File: src/rtl/four_12_12_st1_in_ser.sv
`default_nettype none
// ============================================================================
// Module      : four_12_12_st1_in_ser
// Description : Upstream feeder for the stage-1 controller's stage_1_data
//               stream. Accepts one LANES-wide vector of WIDTH-bit elements
//               per handshake into a 2-slot ping-pong buffer and serializes
//               each vector one lane per cycle, lane 0 first, with
//               stage_1_data_fst marking lane 0. Back-to-back frames are
//               emitted without bubbles.
// Ports       :
//   clk               in   1            clock, all state on posedge
//   reset             in   1            synchronous active-high reset
//   vec_in            in   WIDTH*LANES  input vector, lane i at [i*WIDTH +: WIDTH]
//   vec_in_vld        in   1            vec_in valid
//   vec_in_rdy        out  1            a buffer slot is free
//   stage_1_data      out  WIDTH        serialized element
//   stage_1_data_vld  out  1            element valid
//   stage_1_data_fst  out  1            element is lane 0 of its frame
//   stage_1_data_rdy  in   1            downstream ready
//   frame_count       out  FCNT_W       completed frames (wrapping)
//   busy              out  1            at least one slot occupied
// Revision    : 1.0 - initial release
// ============================================================================
module four_12_12_st1_in_ser #(
    parameter int WIDTH  = 32,
    parameter int LANES  = 12,
    parameter int CNT_W  = 4,
    parameter int FCNT_W = 16
) (
    input  logic                     clk,
    input  logic                     reset,
    input  logic [WIDTH*LANES-1:0]   vec_in,
    input  logic                     vec_in_vld,
    output logic                     vec_in_rdy,
    output logic [WIDTH-1:0]         stage_1_data,
    output logic                     stage_1_data_vld,
    output logic                     stage_1_data_fst,
    input  logic                     stage_1_data_rdy,
    output logic [FCNT_W-1:0]        frame_count,
    output logic                     busy
);

    // ------------------------------------------------------------------
    // Constants
    // ------------------------------------------------------------------
    localparam logic [0:0]       S_IDLE      = 1'b0;
    localparam logic [0:0]       S_SEND      = 1'b1;
    localparam logic [CNT_W-1:0] c_last_lane = CNT_W'(LANES - 1);
    localparam logic [1:0]       c_occ_full  = 2'd2;
    localparam logic [1:0]       c_occ_empty = 2'd0;

    // ------------------------------------------------------------------
    // State
    // ------------------------------------------------------------------
    logic [0:0]        r_state;
    logic [0:0]        w_state_next;
    logic [1:0]        r_occ;
    logic [1:0]        w_occ_next;
    logic              r_wr_ptr;
    logic              r_rd_ptr;
    logic [CNT_W-1:0]  r_lane;
    logic [FCNT_W-1:0] r_frame_count;
    logic [WIDTH-1:0]  r_slot [2][LANES];

    logic              w_accept;
    logic              w_xfer;
    logic              w_last;
    logic [WIDTH-1:0]  w_lanes [LANES];
    logic [WIDTH-1:0]  w_lane_data;

    // Unpack the flat input vector into per-lane words.
    generate
        for (genvar gi = 0; gi < LANES; gi++) begin : g_lane
            assign w_lanes[gi] = vec_in[gi*WIDTH +: WIDTH];
        end
    endgenerate

    // ------------------------------------------------------------------
    // Next-state and handshake decode
    // ------------------------------------------------------------------
    always_comb begin
        w_accept     = 1'b0;
        w_xfer       = 1'b0;
        w_last       = 1'b0;
        w_occ_next   = r_occ;
        w_state_next = r_state;

        // Ready depends only on registered occupancy, so a full buffer
        // makes an accept wait one cycle even if a slot frees this cycle.
        w_accept   = vec_in_vld && (r_occ != c_occ_full);
        w_xfer     = (r_state == S_SEND) && stage_1_data_rdy;
        w_last     = w_xfer && (r_lane == c_last_lane);
        w_occ_next = r_occ + {1'b0, w_accept} - {1'b0, w_last};

        case (r_state)
            S_IDLE: begin
                // Leaving IDLE on the accept edge gives lane 0 one cycle
                // after the vector is taken.
                if (w_occ_next != c_occ_empty) begin
                    w_state_next = S_SEND;
                end
            end
            S_SEND: begin
                // A vector accepted in the same cycle as the last lane keeps
                // us in SEND so the next frame follows with no bubble.
                if (w_last && (w_occ_next == c_occ_empty)) begin
                    w_state_next = S_IDLE;
                end
            end
            default: begin
                w_state_next = S_IDLE;
            end
        endcase
    end

    // ------------------------------------------------------------------
    // State register
    // ------------------------------------------------------------------
    always_ff @(posedge clk) begin
        if (reset) begin
            r_state <= S_IDLE;
        end else begin
            r_state <= w_state_next;
        end
    end

    // ------------------------------------------------------------------
    // Occupancy, pointers, lane and frame counters
    // ------------------------------------------------------------------
    always_ff @(posedge clk) begin
        if (reset) begin
            r_occ         <= c_occ_empty;
            r_wr_ptr      <= 1'b0;
            r_rd_ptr      <= 1'b0;
            r_lane        <= '0;
            r_frame_count <= '0;
        end else begin
            r_occ <= w_occ_next;
            if (w_accept) begin
                r_wr_ptr <= ~r_wr_ptr;
            end
            if (w_last) begin
                r_rd_ptr      <= ~r_rd_ptr;
                r_lane        <= '0;
                r_frame_count <= r_frame_count + FCNT_W'(1);
            end else if (w_xfer) begin
                r_lane <= r_lane + CNT_W'(1);
            end
        end
    end

    // ------------------------------------------------------------------
    // Slot storage; data only, left unreset since it is never presented
    // unless a slot has been written since reset.
    // ------------------------------------------------------------------
    always_ff @(posedge clk) begin
        if (w_accept) begin
            for (int i = 0; i < LANES; i++) begin
                r_slot[r_wr_ptr][i] <= w_lanes[i];
            end
        end
    end

    // ------------------------------------------------------------------
    // Outputs
    // ------------------------------------------------------------------
    assign w_lane_data      = r_slot[r_rd_ptr][r_lane];
    assign vec_in_rdy       = (r_occ != c_occ_full);
    assign stage_1_data_vld = (r_state == S_SEND);
    assign stage_1_data_fst = (r_state == S_SEND) && (r_lane == '0);
    assign stage_1_data     = (r_state == S_SEND) ? w_lane_data : '0;
    assign frame_count      = r_frame_count;
    assign busy             = (r_occ != c_occ_empty);

endmodule
`default_nettype wire

File: config.mk
export PLATFORM = sky130hd
export DESIGN_NAME = four_12_12_st1_in_ser
export DESIGN_NICKNAME = d
export VERILOG_FILES = /design/src/rtl/four_12_12_st1_in_ser.sv
export SDC_FILE = /design/constraint.sdc
export NUM_CORES = 1
export LEC_CHECK = 0
export CAP_MARGIN = 20
export CORE_ASPECT_RATIO = 0.9
export CORE_MARGIN = 1.5
export CORE_UTILIZATION = 55
export CTS_BUF_LIST = sky130_fd_sc_hd__clkbuf_8
export CTS_CLUSTER_DIAMETER = 40
export CTS_CLUSTER_SIZE = 16
export DETAILED_ROUTE_END_ITERATION = 6
export GPL_TIMING_DRIVEN = 0
export HOLD_SLACK_MARGIN = 0.02
export PLACE_DENSITY = 0.82
export SLEW_MARGIN = 0
export SYNTH_ARGS = -nofsm -noshare
export SYNTH_HDL_FRONTEND = slang
export SYNTH_SLANG_ARGS = --single-unit
export TNS_END_PERCENT = 30
File: constraint.sdc
create_clock -name clk -period 44.7 [get_ports clk]
set_input_delay 8.94 -clock clk [delete_from_list [all_inputs] [get_ports clk]]
set_output_delay 8.94 -clock clk [all_outputs]
set_load 0.01 [all_outputs]
Word-level counts from Yosys, hierarchy flattened:

Memory sizes are Yosys's and may differ from the RTL's. A register that Yosys moved wholly into a read port is not among the register bits.
Cells that the tools add are included.

* memory bits (writable): 768
* bits of input ports: 388
* flip-flop bits (word level): 25
* output and inout bits: 52
* memories: 1
* latch bits: 0
* word-level logic and storage cells: 39
* bits in read-only memories: 0

Memory list
* r_slot: depth 2, bits a word 384, read ports 1, clocked after memory_dff 1, write ports 1, line 63 `logic [WIDTH-1:0] r_slot [2][LANES];`

* multiplexer cells: 11
* $add $sub $neg: 4
* shift operators: 0
* equal/unequal tests: 2
* bitwise gates (word level): 4
* reductions and logical operators: 10
* multiply operators: 0
* magnitude comparators: 1
* divide/modulo/power cells: 0

Operators with widths (number)
* $bmux W32 S4: 1
* $mux W32: 3
* $add A16 B1 Y16 const B: 1
* $mux W1: 6
* $ge A5 B5 Y1 const B: 1
* $logic_and A1 B1 Y1: 5
* $not A4 Y5: 1
* $add A4 B1 Y4 const B: 1
* $eq A4 B4 Y1 const B: 1
* $logic_not A4 Y1: 1
* $reduce_bool A2 Y1: 2
* $not A1 Y1: 3
* $add A2 B1 Y2: 1
* $logic_not A2 Y1: 1
* $ne A2 B2 Y1 const B: 1
* $pmux W1 S2: 1
* $reduce_or A2 Y1: 1
* $sub A2 B1 Y2: 1

Logic depth before layout (Yosys ltp):

* word-level depth: 8
* gate-level depth with buffers: 11
* gate-level depth less buffers: 11

Least setup slack after synthesis:

OpenSTA, ideal clock, no wires.

* path type: input-to-reg
* start point: in vec_in_vld
* end point: mem r_slot[0][0] (netlist name) (enable)
* data required time: 43.562 ns
* setup time: 1.138 ns
* arrival time: 24.922 ns
* setup slack: 18.640 ns
* stages: 2
* cells stage by stage: nand2_1 -> nor2_1

* cells in the longest elaborated chain, start to end: 3

Ends and longest elaborated chain
* start, declared: line 33 `input logic vec_in_vld,`
* $logic_and A1 B1 Y1: line 90 `w_accept = vec_in_vld && (r_occ != c_occ_full);`
* $mux W1: line 157 `if (w_accept) begin`
* $mux W1 (not written as such): line 159 `r_slot[r_wr_ptr][i] <= w_lanes[i];`
* end, declared: line 63

Every way passes these cells.

Final worst setup path:

* start point: reg r_lane[0]
* end point: out stage_1_data[21]

* cells in the longest elaborated chain, start to end: 5

Ends and longest elaborated chain
* start, declared: line 61 `logic [CNT_W-1:0] r_lane;`
* start signal, assigned: line 147 `r_lane <= r_lane + CNT_W'(1);`
* $not A4 Y5 (not written as such): line 167 `assign w_lane_data = r_slot[r_rd_ptr][r_lane];`
* $bmux W32 S4: line 167
* $mux W32 (not written as such) (2 in series): line 167
* $mux W32: line 171 `assign stage_1_data = (r_state == S_SEND) ? w_lane_data : '0;`
* end, declared: line 35 `output logic [WIDTH-1:0] stage_1_data,`

Every way passes these cells. The select of a mux whose other input is x is not followed.

==> out/results.txt <==
FF-to-FF Start: r_lane[0]$_SDFFE_PP0P_
crit share post-route: 0.299
number of enable flip-flop cells after synthesis: 768
Die Footprint: 0.0571 mm^2
All-Layer GR Usage: 0.288
gpl congestion: 0.851
Starting Density: 0.560
Worst-path clk slew: 0.10 ns
CP dominant cell by count: clkbuf_1
slowest CP cell: buf_1
Reg2Reg Setup Slack: 41.96 ns
Startpoint Class: flip-flop
P per Cell Area: 43.2 mW/mm^2
Seq cells post-synth: 794
Area Overhead vs Synth: 26.4%
worst path arrival time: 4.40 ns
antenna-violating nets left: 0
Hold Crit Class: flip-flop to flip-flop
first-pass GRT wire length: 116000 um
Vias: 17800
H-tree levels: 3
final setup fails: 0
Multi-input gate area: 0.00662 mm^2
number of I/O pins: 440
Slew @ Worst Pin: 1.11 ns
vias per cell: 5.97
fin. max-slew vios: 0
Core Footprint: 0.0546 mm^2
worst endpoint required time: 35.76 ns
Die W: 252 um
clk buf depth: 3
CTS root buffer: clkbuf_8
CTS buffer count: 95
sequential-to-total area share from yosys stat: 0.770
Synth cell types: 42
Synth Flop Type: edfxtp_1
dpl cell area: 0.0363 mm^2
Worst R2R End: r_lane[1]$_SDFFE_PP0P_
hold wc startpoint: frame_count[15]$_SDFFE_PP0P_
hold bufs inserted after CTS: 0
Crit Path Category: flip-flop to primary output
CP Capture Type: primary output
hold depth: 2
share of the synthesized area in the top cell type: 0.753
drt first pass iters: 6
drt drc: 0
postcts setup bufs: 0
CTS tree: done
vias in the first global route: 18400
gr ovfl total: 0
commonest non-fill, non-tap cell in the layout: edfxtp_1
worst-case reg-to-reg path depth: 7
most frequent cells in the layout: edfxtp_1 (768), clkdlybuf4s50_1 (438), mux2i_1 (289)
drt initial violations: 1786
Yosys warning total: 0
WL/cell: 27.8 um
worst hold slack: 0.491 ns
worst ir drop on vdd: 0.0305 mV
row cnt: 81
Pwr Total: 1.67 mW
RSZ-0062 raised after global routing: false
I/O Buffers: 438
Max Cap Viol: 0
final hold viol count: 0
CP peak stage delay: 0.70 ns
nets: 2561
Mapped Cells: 1614
fill cell count: 3370
Mapped Area: 0.0306 mm^2
Worst Hold Path EP: frame_count[15]$_SDFFE_PP0P_
Final Instance Area: 0.0387 mm^2
Setup Skew: 0.0337 ns
Critical Path, Cell by Cell: clkbuf_1, and2_1, clkbuf_1, buf_1, a22oi_1, nand3_1, o211ai_1, clkdlybuf4s50_1
Period minus WS final: 13.34 ns
Area contributors post-synth: edfxtp_1 (75%), mux2i_1 (9.4%), mux4_2 (4.7%)
CTS resizes: 0
Worst-Skew Late Latency: 0.73 ns
largest net degree at the start of global routing: 70
syn avg cell area: 19.0 um^2
Die H: 227 um
clock sink total: 794
share of cells above drive strength 1: 0.136
Syn Nets: 2007
maximum clock frequency: 74.9 MHz
final WL: 82700 um
CP Max Fanout: 10
async set or reset register ratio after synthesis: 0
antenna violations before repair: 36
biggest area consumer among synthesized cells: edfxtp_1
Register Area: 0.0236 mm^2
status: completed
total negative slack: 0 ns
HPWL after detailed placement: 58200 um
max_slew headroom: 0.254
Pleak: 12.4 nW
cell usage after synthesis, types with 5 or more instances:
cell,n
nor3_1,5
mux2i_1,289
ha_1,5
edfxtp_1,768
buf_1,15
a21oi_1,44
o211ai_1,32
mux4_2,64
o31ai_1,6
nand3_1,70
a22oi_1,96
dfxtp_1,26
xnor2_1,8
nand2_1,43
clkbuf_1,38
nor2_1,15
or4_1,6
buf_2,37
where the power goes:
group,switching [mW],leakage [nW],internal [mW]
sequential,0.0139,7.40,0.879
combinational,0.104,3.87,0.0808
clock,0.312,1.15,0.284
worst max-delay path by stage:
stage	startpoint	end	slack, ns	depth (start not counted)
5_1_grt	flip-flop	stage_1_data[23]	31.24	9
3_5_place_dp	r_lane[0]$_SDFFE_PP0P_	stage_1_data[21]	32.11	8
3_3_place_gp	vec_in_vld	r_slot[0][341]$_DFFE_PP_	10.12	3
2_1_floorplan	vec_in_vld	r_slot[0][0]$_DFFE_PP_	18.64	2
6_report	r_lane[0]$_SDFFE_PP0P_	stage_1_data[21]	31.36	8
4_1_cts	r_lane[0]$_SDFFE_PP0P_	stage_1_data[21]	31.30	8
sequential cells by signal, indices dropped and copies added (netlist names), named ones only:
signal            cells
stage_1_data_vld      1
r_wr_ptr              1
r_slot              768
r_occ                 2
r_rd_ptr              1
frame_count          16
r_lane                4
per-stage QoR:
| step | instances | utilization | setup WS (ns) |
|---|---|---|---|
| 2_1_floorplan | 1614 | - | 18.64 |
| 3_3_place_gp | 2757 | 0.657 | 10.12 |
| 3_5_place_dp | 2776 | 0.665 | 32.11 |
| 4_1_cts | 2956 | 0.707 | 31.30 |
| 5_1_grt | 2971 | 0.708 | 31.24 |
| 6_report | 2980 | 0.708 | 31.36 |
cells by family after synthesis:
kind of cell | Yosys count | synth area share
flip-flops | 794 | 0.770
multiplexers | 353 | 0.142
AO/OA/AOI/OAI | 183 | 0.0409
AND/OR/NAND/NOR | 170 | 0.0282
buffers and inverters | 98 | 0.0138
XOR/XNOR | 11 | 0.00315
adder cells (fa/ha/maj) | 5 | 0.00204
critical path: cells and delay by family (launching register included):
kind	cells	cell delay, ns
simple gates	2	0.49
buf+inv	4	2.32
compound gates	2	0.48
flops	1	0.36
metal layers:
metal / GRT usage / routed length [um]
met1: 0.360 / 31300
met2: 0.476 / 40900
met3: 0.0970 / 8220
met4: 0.0948 / 2060
met5: 0 / 216
final cells by class:
cell class	count	area share
diodes	24	0.00155
plain buffers	92	0.0103
clock buffers	95	0.0338
clock inverters	85	0.0259
inverters	6	0.000582
multi-input cells	722	0.171
flip-flops and latches	794	0.609
well taps	705	0.0228
repair buffers	457	0.124
No activity file was read; power rests on OpenSTA's default activity.
